`config.mk`:
```
export PLATFORM = sky130hd
export DESIGN_NAME = mem_access_ctrl_flat
export DESIGN_NICKNAME = d
export VERILOG_FILES = /design/src/rtl/mem_access_ctrl_if.sv /design/src/rtl/mem_access_ctrl.sv /design/src/flat_wrapper.sv
export SDC_FILE = /design/constraint.sdc
export NUM_CORES = 1
export LEC_CHECK = 0
export ABC_AREA = 0
export ABC_CLOCK_PERIOD_IN_PS = 2100
export CORE_MARGIN = 1.5
export CORE_UTILIZATION = 30
export DETAILED_ROUTE_END_ITERATION = 10
export PLACE_DENSITY_LB_ADDON = 0.3
export SLEW_MARGIN = 0
export SYNTH_ARGS = -nofsm -noshare
export SYNTH_HDL_FRONTEND = slang
export SYNTH_SLANG_ARGS = --single-unit
```
`constraint.sdc`:
```
create_clock -name clk -period 2.1 [get_ports clk]
set_input_delay 0.21 -clock clk [delete_from_list [all_inputs] [get_ports clk]]
set_output_delay 0.21 -clock clk [all_outputs]
set_load 0.1 [all_outputs]
```
`src/rtl/mem_access_ctrl_if.sv`:
```
// Handshake bundle between the control unit / memory and the MAR/MDR sequencer.
interface mem_access_ctrl_if;
  logic rd_req;
  logic wr_req;
  logic mem_ack;
  logic MARin;
  logic MDRin;
  logic read;
  logic mem_rd;
  logic mem_wr;
  logic busy;
  logic done;
  logic err;

  // Requester/memory side: drives requests and ack, observes strobes and status
  modport master (
    output rd_req, wr_req, mem_ack,
    input  MARin, MDRin, read, mem_rd, mem_wr, busy, done, err
  );

  // Sequencer side
  modport slave (
    input  rd_req, wr_req, mem_ack,
    output MARin, MDRin, read, mem_rd, mem_wr, busy, done, err
  );
endinterface

```
`src/rtl/mem_access_ctrl.sv`:
```
// MAR/MDR memory access sequencer: one read or write in flight, Moore outputs,
// bounded wait for the memory ack with a timeout abort.
module mem_access_ctrl #(
  parameter int unsigned TIMEOUT = 16,
  parameter int unsigned CNT_W   = 5
) (
  input  logic             clk,
  input  logic             clr,
  mem_access_ctrl_if.slave bus
);

  typedef enum logic [2:0] {
    S_IDLE,
    S_LD_MAR,
    S_RD_WAIT,
    S_RD_LATCH,
    S_WR_WAIT,
    S_DONE,
    S_ERR
  } state_t;

  typedef enum logic {
    OP_RD = 1'b0,
    OP_WR = 1'b1
  } op_t;

  localparam logic [CNT_W-1:0] CNT_LAST = CNT_W'(TIMEOUT - 1);

  state_t           r_state;
  state_t           w_state_nxt;
  logic [CNT_W-1:0] r_wait_cnt;
  logic [CNT_W-1:0] w_wait_cnt_nxt;
  op_t              r_op;
  op_t              w_op_nxt;
  logic             w_cnt_last;

  logic w_marin;
  logic w_mdrin;
  logic w_read;
  logic w_mem_rd;
  logic w_mem_wr;
  logic w_busy;
  logic w_done;
  logic w_err;

  assign w_cnt_last = (r_wait_cnt == CNT_LAST);

  // State, wait counter and operation registers; clr abandons any access
  always_ff @(posedge clk or negedge clr) begin
    if (!clr) begin
      r_state    <= S_IDLE;
      r_wait_cnt <= '0;
      r_op       <= OP_RD;
    end else begin
      r_state    <= w_state_nxt;
      r_wait_cnt <= w_wait_cnt_nxt;
      r_op       <= w_op_nxt;
    end
  end

  // Next-state logic; ack wins over timeout in the last allowed wait cycle
  always_comb begin
    w_state_nxt    = r_state;
    w_wait_cnt_nxt = r_wait_cnt;
    w_op_nxt       = r_op;
    case (r_state)
      S_IDLE: begin
        if (bus.rd_req) begin
          w_state_nxt = S_LD_MAR;
          w_op_nxt    = OP_RD;
        end else if (bus.wr_req) begin
          w_state_nxt = S_LD_MAR;
          w_op_nxt    = OP_WR;
        end
      end
      S_LD_MAR: begin
        w_wait_cnt_nxt = '0;
        w_state_nxt    = (r_op == OP_RD) ? S_RD_WAIT : S_WR_WAIT;
      end
      S_RD_WAIT: begin
        if (bus.mem_ack)      w_state_nxt = S_RD_LATCH;
        else if (w_cnt_last)  w_state_nxt = S_ERR;
        else                  w_wait_cnt_nxt = r_wait_cnt + CNT_W'(1);
      end
      S_RD_LATCH: w_state_nxt = S_DONE;
      S_WR_WAIT: begin
        if (bus.mem_ack)      w_state_nxt = S_DONE;
        else if (w_cnt_last)  w_state_nxt = S_ERR;
        else                  w_wait_cnt_nxt = r_wait_cnt + CNT_W'(1);
      end
      S_DONE:  w_state_nxt = S_IDLE;
      S_ERR:   w_state_nxt = S_IDLE;
      default: w_state_nxt = S_IDLE;
    endcase
  end

  // Output decode from the registered state only
  always_comb begin
    w_marin  = 1'b0;
    w_mdrin  = 1'b0;
    w_read   = 1'b0;
    w_mem_rd = 1'b0;
    w_mem_wr = 1'b0;
    w_busy   = 1'b0;
    w_done   = 1'b0;
    w_err    = 1'b0;
    case (r_state)
      S_IDLE: ;
      S_LD_MAR: begin
        w_marin = 1'b1;
        w_busy  = 1'b1;
      end
      S_RD_WAIT: begin
        w_mem_rd = 1'b1;
        w_read   = 1'b1;
        w_busy   = 1'b1;
      end
      S_RD_LATCH: begin
        w_mem_rd = 1'b1;
        w_read   = 1'b1;
        w_mdrin  = 1'b1;
        w_busy   = 1'b1;
      end
      S_WR_WAIT: begin
        w_mem_wr = 1'b1;
        w_busy   = 1'b1;
      end
      S_DONE: begin
        w_done = 1'b1;
        w_busy = 1'b1;
      end
      S_ERR: begin
        w_err  = 1'b1;
        w_busy = 1'b1;
      end
      default: ;
    endcase
  end

  assign bus.MARin  = w_marin;
  assign bus.MDRin  = w_mdrin;
  assign bus.read   = w_read;
  assign bus.mem_rd = w_mem_rd;
  assign bus.mem_wr = w_mem_wr;
  assign bus.busy   = w_busy;
  assign bus.done   = w_done;
  assign bus.err    = w_err;

endmodule

```
`src/flat_wrapper.sv`:
```
// flat-port wrapper written by rule: the top's interface ports become plain ports
module mem_access_ctrl_flat 
#(
  parameter int unsigned TIMEOUT = 16,
  parameter int unsigned CNT_W   = 5
)
  (clk, clr, bus_rd_req, bus_wr_req, bus_mem_ack, bus_MARin, bus_MDRin, bus_read, bus_mem_rd, bus_mem_wr, bus_busy, bus_done, bus_err);
  mem_access_ctrl_if bus_i ();
  input  logic clk;
  input  logic clr;
  input wire logic [$bits(bus_i.rd_req)-1:0] bus_rd_req;
  input wire logic [$bits(bus_i.wr_req)-1:0] bus_wr_req;
  input wire logic [$bits(bus_i.mem_ack)-1:0] bus_mem_ack;
  output wire logic [$bits(bus_i.MARin)-1:0] bus_MARin;
  output wire logic [$bits(bus_i.MDRin)-1:0] bus_MDRin;
  output wire logic [$bits(bus_i.read)-1:0] bus_read;
  output wire logic [$bits(bus_i.mem_rd)-1:0] bus_mem_rd;
  output wire logic [$bits(bus_i.mem_wr)-1:0] bus_mem_wr;
  output wire logic [$bits(bus_i.busy)-1:0] bus_busy;
  output wire logic [$bits(bus_i.done)-1:0] bus_done;
  output wire logic [$bits(bus_i.err)-1:0] bus_err;
  assign bus_i.rd_req = bus_rd_req;
  assign bus_i.wr_req = bus_wr_req;
  assign bus_i.mem_ack = bus_mem_ack;
  assign bus_MARin = bus_i.MARin;
  assign bus_MDRin = bus_i.MDRin;
  assign bus_read = bus_i.read;
  assign bus_mem_rd = bus_i.mem_rd;
  assign bus_mem_wr = bus_i.mem_wr;
  assign bus_busy = bus_i.busy;
  assign bus_done = bus_i.done;
  assign bus_err = bus_i.err;
  mem_access_ctrl #(.TIMEOUT(TIMEOUT), .CNT_W(CNT_W)) u_core (.clk(clk), .clr(clr), .bus(bus_i));
endmodule
```
======== Yosys cells after proc, flatten, opt, wreduce, memory -nomap -nowiden ========
Index checks and enable logic that the tools add are counted.
word-level totals
  register bits ........................... 9
  input port bits ......................... 5
  output and inout port bits .............. 8
  word-level logic and storage cells ...... 41
operators by class
  add/sub/neg operators ................... 1
  equal/unequal tests ..................... 10
  multiplexer cells ....................... 19
  reduce and logical (&&, ||, !) cells .... 8
operator list
  cell                 count
  $mux 3               6
  $pmux 3 s5           1
  $mux 5               2
  $pmux 5 s2           1
  $eq 3x3->1 const B   3
  $mux 1               9
  $eq 3x2->1 const B   2
  $reduce_or 6->1      1
  $add 5x1->5 const B  1
  $eq 5x4->1 const B   1
  $ne 2x2->1 const B   2
  $reduce_bool 2->1    2
  $reduce_or 2->1      2
  $eq 3x1->1 const B   1
  $logic_not 3->1      1
  $ne 3x3->1 const B   1
  $reduce_and 3->1     1
  $reduce_and 2->1     1

======== Depth between registers and ports, before layout ========
Gate-level depths: netlist of run 1.
  word-level depth ........................ 4
  gate-level depth with buffers ........... 6
  depth with buffers taken out ............ 6

======== Worst setup path before layout of run 1 ========
No wires, ideal clock.
  path kind ............................... reg2reg
  start ................................... register u_core.r_state[1]
  end ..................................... register u_core.r_state[0]
  data arrival time ....................... 3,359 ps
  required time ........................... 2,017 ps
  setup slack ............................. -1,342 ps
  cell stages (with the launch flop) ...... 5
  buffers on the path ..................... 1
  period minus slack after synthesis ...... 3,442 ps
  path through ............................ dfrtp_1 clkbuf_1 nor3b_1 o21ai_0 o21ai_0
between the ends
  word-level cells in the longest chain between the ends .. 2
  elaborated cells on any way between the ends .. 7
  classes of those cells .................. eq/ne (5); mux (1); reduce/logical (1)
ends and longest elaborated chain
  item                                             line                   source
  from (decl)                                      mem_access_ctrl.sv:29  state_t r_state;
  from (signal assigned)                           mem_access_ctrl.sv:55  r_state <= w_state_nxt;
  $eq 3x3->1, or another cell as far along         mem_access_ctrl.sv:66  case (r_state)
  $pmux 3 s5 / $ne 3x3->1 (equally long branches)  --
Parallel ways exist; a longest one is shown, timed or not.
A chain may end at the register's enable or synchronous reset.

======== Worst setup path after layout of run 1 ========
  start ................................... register u_core.r_wait_cnt[0]
  end ..................................... register u_core.r_wait_cnt[3]
between the ends
  word-level cells in the longest chain between the ends .. 4
  elaborated cells on any way between the ends .. 7
  classes of those cells .................. add/sub (1); eq/ne (2); mux (3); reduce/logical (1)
ends and longest elaborated chain
  item                    line                                          source
  from (decl)             mem_access_ctrl.sv:31                         logic [CNT_W-1:0] r_wait_cnt;
  from (signal assigned)  mem_access_ctrl.sv:56                         r_wait_cnt <= w_wait_cnt_nxt;
  $add 5x1->5             mem_access_ctrl.sv:83, mem_access_ctrl.sv:89
  $mux 5                  mem_access_ctrl.sv:82, mem_access_ctrl.sv:88
  $mux 5                  mem_access_ctrl.sv:81                         if (bus.mem_ack) w_state_nxt = S_RD_LATCH;
  $pmux 5 s2              mem_access_ctrl.sv:66
Parallel ways exist; a longest one is shown, timed or not. The select of a mux whose other input is x is not followed.

==> results of run 1 <==
-- sequential cells by signal, summed over array words and instances (netlist names) --
name,count
u_core.r_wait_cnt,5
u_core.r_state,3
u_core.r_op,1
-- cell type report --
type / instances / area (um2)
fillers: 173 / 901
multi-input cells: 44 / 317
flip-flops and latches: 9 / 225
repair buffers: 13 / 208
well taps: 25 / 31.3
clock buffers: 4 / 26.3
inverters: 5 / 18.8
-- worst max-delay path, delay by kind of cell (launching register included) --
| family | cells | cell delay [ns] |
|---|---|---|
| flops | 1 | 0.40 |
| compound gates | 1 | 0.14 |
| fa+ha+maj | 2 | 0.37 |
| simple gates | 3 | 1.05 |
-- per-stage QoR --
stage / std cells / instance area [um2]
after global placement: 95 / 779
after CTS: 99 / 806
final: 100 / 826
after floorplan: 62 / 571
after global routing: 100 / 826
after detailed placement: 95 / 779
-- kinds of logic after synthesis --
group,Yosys count
compound gates,16
fa+ha+maj,2
simple gates,23
buf+inv,9
mux,2
xor+xnor,1
flops,9
-- what timing repair did --
action	CTS	global route
resized for setup	0	4
setup endpoints to repair	0	1
buffers inserted	0	1
-- cells in the final DEF (no fill, tap or decap), types with 2 or more instances in the layout --
| master | count |
|---|---|
| a21oi_1 | 4 |
| a21oi_2 | 2 |
| and3_1 | 2 |
| buf_12 | 8 |
| clkbuf_4 | 3 |
| clkdlybuf4s50_1 | 4 |
| dfrtp_1 | 9 |
| ha_2 | 2 |
| inv_1 | 5 |
| mux2i_1 | 2 |
| nand2_1 | 4 |
| nor3_1 | 2 |
| o211ai_1 | 2 |
| o21ai_0 | 6 |
-- worst min path at each step --
stage                                     from              endpoint  cells after the start
after CTS                                  clr  u_core.r_wait_cnt[1]                      1
after detailed placement  u_core.r_wait_cnt[2]  u_core.r_wait_cnt[2]                      1
after floorplan                            clr           u_core.r_op                      0
after global routing                       clr  u_core.r_wait_cnt[0]                      1
final                                      clr  u_core.r_wait_cnt[2]                      1
after global placement    u_core.r_wait_cnt[2]  u_core.r_wait_cnt[2]                      1
-- layer usage --
metal  part of all wire (%)  track usage (%)
met2                     51             19.7
met3                    3.0             5.95
met5                      0                0
met1                     44             18.2
met4                    1.2             3.43
==> impl_metrics.json, run 1 <==
{
  "status": "finished clean",
  "cp_slowest_cell": "or4_4",
  "synthCells": 62,
  "io_buffers": 12,
  "die_y_um": 45.7,
  "cts_tree": "built",
  "synth.most_common_cell": "dfrtp_1",
  "worstMarginPinSlew_ns": 0.461,
  "crit_chain": "ha_2 > and3_1 > ha_2 > or3_4 > or4_4 > a21oi_2",
  "fp.dieArea_mm2": 0.00209,
  "antenna_found_initial": 0,
  "setup_ws_ns": 0.0877,
  "worstReg2RegStart": "u_core.r_wait_cnt[0]",
  "root_buffer": "clkbuf_4",
  "r2r-end": "u_core.r_wait_cnt[3]",
  "ctsHtreeMaxLevel": 1,
  "synth_area_leader_cell": "dfrtp_1",
  "pin_count": 13,
  "final_util_pct": 47.8,
  "syn_avg_cell_area_um2": 8.84,
  "fin_crit_ns": 2.01,
  "slowest_delay_ns": 0.49,
  "grt_pass1_vias": 473,
  "synth_mux_area_share_pct": 3.65,
  "cp.required_ns": 2.29,
  "r2r_slack_ns": 0.09,
  "ys_seq_area_share_pct": 41.1,
  "synth-xor-area-share_pct": 1.60,
  "drcViolationCount": 0,
  "hp-class": "primary input to async pin",
  "drt-initial-drc-count": 17,
  "setup_viol": 0,
  "post-route-period-util_pct": 95.8,
  "first_pass_iters": 2,
  "synth_top_area_share_pct": 41.1,
  "wirelength_um": 1190,
  "area_delta_synth_final_pct": 50.7,
  "maxSlewHeadroom_pct": 69.0,
  "crit_arrival_ns": 2.20,
  "finalNetCount": 83,
  "netlist_top_cells_count": "dfrtp_1, a21oi_1, o21ai_0",
  "synthTopCellsByArea": "dfrtp_1, a21oi_1, o21ai_0, ha_1, mux2i_1",
  "cp_common_cell": "ha_2",
  "vias_per_cell": 4.81,
  "clk_pin_slew_ns": 0.06,
  "yosys_warnings": 0,
  "crit_end": "u_core.r_wait_cnt[3]",
  "core_mm2": 0.00173,
  "routabilityCongestion": 0.734,
  "synth_top_family_by_area": "simple AND/OR/NAND/NOR gates",
  "post-place-ws_ns": 0.0644,
  "final.setup_skew_ns": 0.00486,
  "num_rows": 15,
  "hold_viol": 0,
  "routedWlPerCell_um": 11.9,
  "start_util_pct": 31.7,
  "drive_gt1_share_pct": 32.0,
  "endpoint_kind": "register",
  "fmax_mhz": 497,
  "synth-edff-count": 0,
  "dp_hpwl_um": 845,
  "cts_buffers": 3,
  "cap_violations": 0,
  "synth_fp_nets": 69,
  "ys_async_sr_fraction_pct": 100,
  "cp_max_fo": 4,
  "synthAdderAreaFrac_pct": 4.57,
  "ctsHoldBuffers": 0,
  "clk_latency_ns": 0.26,
  "tns_ns": 0,
  "cts_sinks": 9,
  "gr-total-overflow": 0,
  "die_width_um": 45.7,
  "grt_usage_pct": 13.5,
  "rr_worst_depth": 6,
  "synth_ff_type": "dfrtp_1",
  "synth_area_um2": 548,
  "grt_start_max_net_pins": 13,
  "antennaDiodeCount": 0,
  "antenna_left": 0,
  "ys_types": 26,
  "ys_ff_latch": 9,
  "grt_pass1_wl_um": 2000,
  "start_kind": "register",
  "timing.hold.ws_ns": 0.239,
  "clk_path_buf_depth": 2,
  "vias": 481,
  "timing_worst_setup_path_type": "register to register",
  "crit_start": "u_core.r_wait_cnt[0]",
  "finalMaxSlewViolations": 0,
  "yosys.area_share.simple_pct": 25.3,
  "synth_compound_area_share_pct": 16.2
}
Power of run 1 is not shown: default switching activity piles up to over one toggle a cycle in this logic, so the estimate is an artifact.
==> inputs of run 2 (changes only) <==
--- a/config.mk
+++ b/config.mk
@@ -11,6 +11,7 @@
 export CORE_UTILIZATION = 30
 export DETAILED_ROUTE_END_ITERATION = 10
 export PLACE_DENSITY_LB_ADDON = 0.3
+export SKIP_CTS_REPAIR_TIMING = 1
 export SLEW_MARGIN = 0
 export SYNTH_ARGS = -nofsm -noshare
 export SYNTH_HDL_FRONTEND = slang
==> results of run 2 <==
Same layout as run 1: the final DEF is identical, and so are final timing and power.
Power of run 2 is left out for the same reason.
==> inputs of run 3 (changes only) <==
--- a/config.mk
+++ b/config.mk
@@ -7,7 +7,7 @@
 export LEC_CHECK = 0
 export ABC_AREA = 0
 export ABC_CLOCK_PERIOD_IN_PS = 2100
-export CORE_MARGIN = 1.5
+export CORE_MARGIN = 5
 export CORE_UTILIZATION = 30
 export DETAILED_ROUTE_END_ITERATION = 10
 export PLACE_DENSITY_LB_ADDON = 0.3
==> run 3 against run 2 <==
Net effect: non-clock buffer count down 1; register-to-register slack barely moved; cell count down 1.0%; largest cell class unchanged; highest routed layer unchanged; clock skew shrank 0.0031 ns.
==> impl_metrics.json, run 3 (same netlist as run 1, synthesis figures left out) <==
{
  "dp_hpwl_um": 873,
  "cp_slowest_cell": "or4_1",
  "routedWlPerCell_um": 11.7,
  "filler_cell_count": 178,
  "clk_path_buf_depth": 2,
  "gr-total-overflow": 0,
  "cts_sinks": 9,
  "stdcell_area_um2": 808,
  "grt_usage_pct": 9.03,
  "num_rows": 15,
  "pin_count": 13,
  "placed_cell_area_um2": 779,
  "cp_max_fo": 4,
  "fp.dieArea_mm2": 0.00278,
  "final_cell_count_no_fill": 99,
  "die_y_um": 52.7,
  "timing_worst_setup_path_type": "register to register",
  "final.setup_skew_ns": 0.00180,
  "worstMarginPinSlew_ns": 0.436,
  "use_met1_pct": 9.78,
  "vias": 460,
  "wirelength_um": 1160,
  "antenna_found_initial": 0,
  "grt_start_max_net_pins": 13,
  "maxSlewHeadroom_pct": 70.7,
  "setup_viol": 0,
  "grt_use_met2_pct": 14.3,
  "post-route-period-util_pct": 96.5,
  "grt_pass1_wl_um": 1790,
  "reg.largest.list": "u_core.r_wait_cnt: 5 flops, u_core.r_state: 3 flops, u_core.r_op: 1 flops",
  "fin_crit_ns": 2.03,
  "hold_viol": 0,
  "status": "finished clean",
  "io_buffers": 12,
  "rr_worst_depth": 6,
  "area_delta_synth_final_pct": 47.5,
  "largest_register_ffs": 5,
  "die_width_um": 52.7,
  "drcViolationCount": 0,
  "clk_pin_slew_ns": 0.06,
  "cts_tree": "built",
  "slowest_delay_ns": 0.47,
  "start_kind": "register",
  "regMostFlops": "u_core.r_wait_cnt",
  "endpoint_kind": "register",
  "final_common_cell": "dfrtp_1",
  "clk_latency_ns": 0.26,
  "start_util_pct": 31.7,
  "vias_per_cell": 4.65,
  "busiest_layer": "met2",
  "core_mm2": 0.00173,
  "hp-class": "primary input to async pin",
  "drt-initial-drc-count": 2,
  "antennaDiodeCount": 0,
  "grt_pass1_vias": 444,
  "antenna_left": 0,
  "routabilityCongestion": 0.759,
  "path_delay_family": "simple AND/OR/NAND/NOR gates",
  "worstReg2RegStart": "u_core.r_wait_cnt[0]",
  "root_buffer": "clkbuf_4",
  "cp.required_ns": 2.29,
  "cap_violations": 0,
  "globalRouteMet3Util_pct": 3.42,
  "dp.cells": 95,
  "crit_chain": "ha_2 > and3_1 > ha_1 > or3_4 > or4_1 > a21oi_1",
  "drive_gt1_share_pct": 27.0,
  "ctsHtreeMaxLevel": 1,
  "timing.hold.ws_ns": 0.240,
  "fmax_mhz": 493,
  "cts_buffers": 3,
  "final_cell_mix": "dfrtp_1, buf_12, o21ai_0, inv_1, a21oi_1",
  "first_pass_iters": 4,
  "r2r-end": "u_core.r_wait_cnt[3]",
  "finalMaxSlewViolations": 0,
  "finalNetCount": 82,
  "critical_path_buf_inv_count": 0,
  "crit_arrival_ns": 2.22,
  "r2r_slack_ns": 0.07
}
## run 3: changes by cell type in the layout (fill, tap and decap cells not counted)
cell / change
buf_4: -1
ha_2: -1
or4_1: +1
a21oi_1: +1
or4_4: -1
a21oi_2: -1
ha_1: +1
## run 3: routing by layer
layer / vias up / share of wire (%) / wire length [um]
li1: 240 / - / -
met1: 211 / 43 / 497
met2: 7 / 52 / 595
met3: 2 / 3.0 / 35
met4: 0 / 2.3 / 27
met5: - / 0 / 0
## run 3: worst reg2reg max path, cell delays in order, from the launching register on
cell,delay [ns]
dfrtp_1,0.41
ha_2,0.20
and3_1,0.14
ha_1,0.19
or3_4,0.41
or4_1,0.47
a21oi_1,0.15
## run 3: layout make-up
type,count,area [um2],share of cell area [%]
multi-input combinational,44,307,37.9
sequential,9,225,27.9
timing repair buffer,12,200,24.8
tap,25,31.3,3.87
clock buffer,4,26.3,3.25
inverter,5,18.8,2.32
## run 3: per-stage QoR
step                TNS (ns)  setup WS, ns  utilization [%]
detailed placement         0        0.0693             45.1
finish                     0        0.0728             46.8
global route        -0.00548      -0.00548             46.8
CTS                        0        0.0591             46.7
floorplan             -0.305        -0.204                -
global placement           0        0.0968             45.1
## run 3: worst max path at each step
| stage | slack [ns] | cells past startpoint | from | endpoint |
|---|---|---|---|---|
| 3_3_place_gp | 0.1 | 6 | u_core.r_wait_cnt[0] | u_core.r_wait_cnt[3] |
| 2_1_floorplan | -0.20 | 4 | u_core.r_state[1] | u_core.r_state[0] |
| 3_5_place_dp | 0.07 | 6 | u_core.r_wait_cnt[0] | u_core.r_wait_cnt[3] |
| 5_1_grt | -0.005 | 6 | u_core.r_wait_cnt[0] | u_core.r_wait_cnt[3] |
| 6_report | 0.07 | 6 | u_core.r_wait_cnt[0] | u_core.r_wait_cnt[3] |
| 4_1_cts | 0.06 | 6 | u_core.r_wait_cnt[0] | u_core.r_wait_cnt[3] |
Power of run 3 is left out for the same reason.
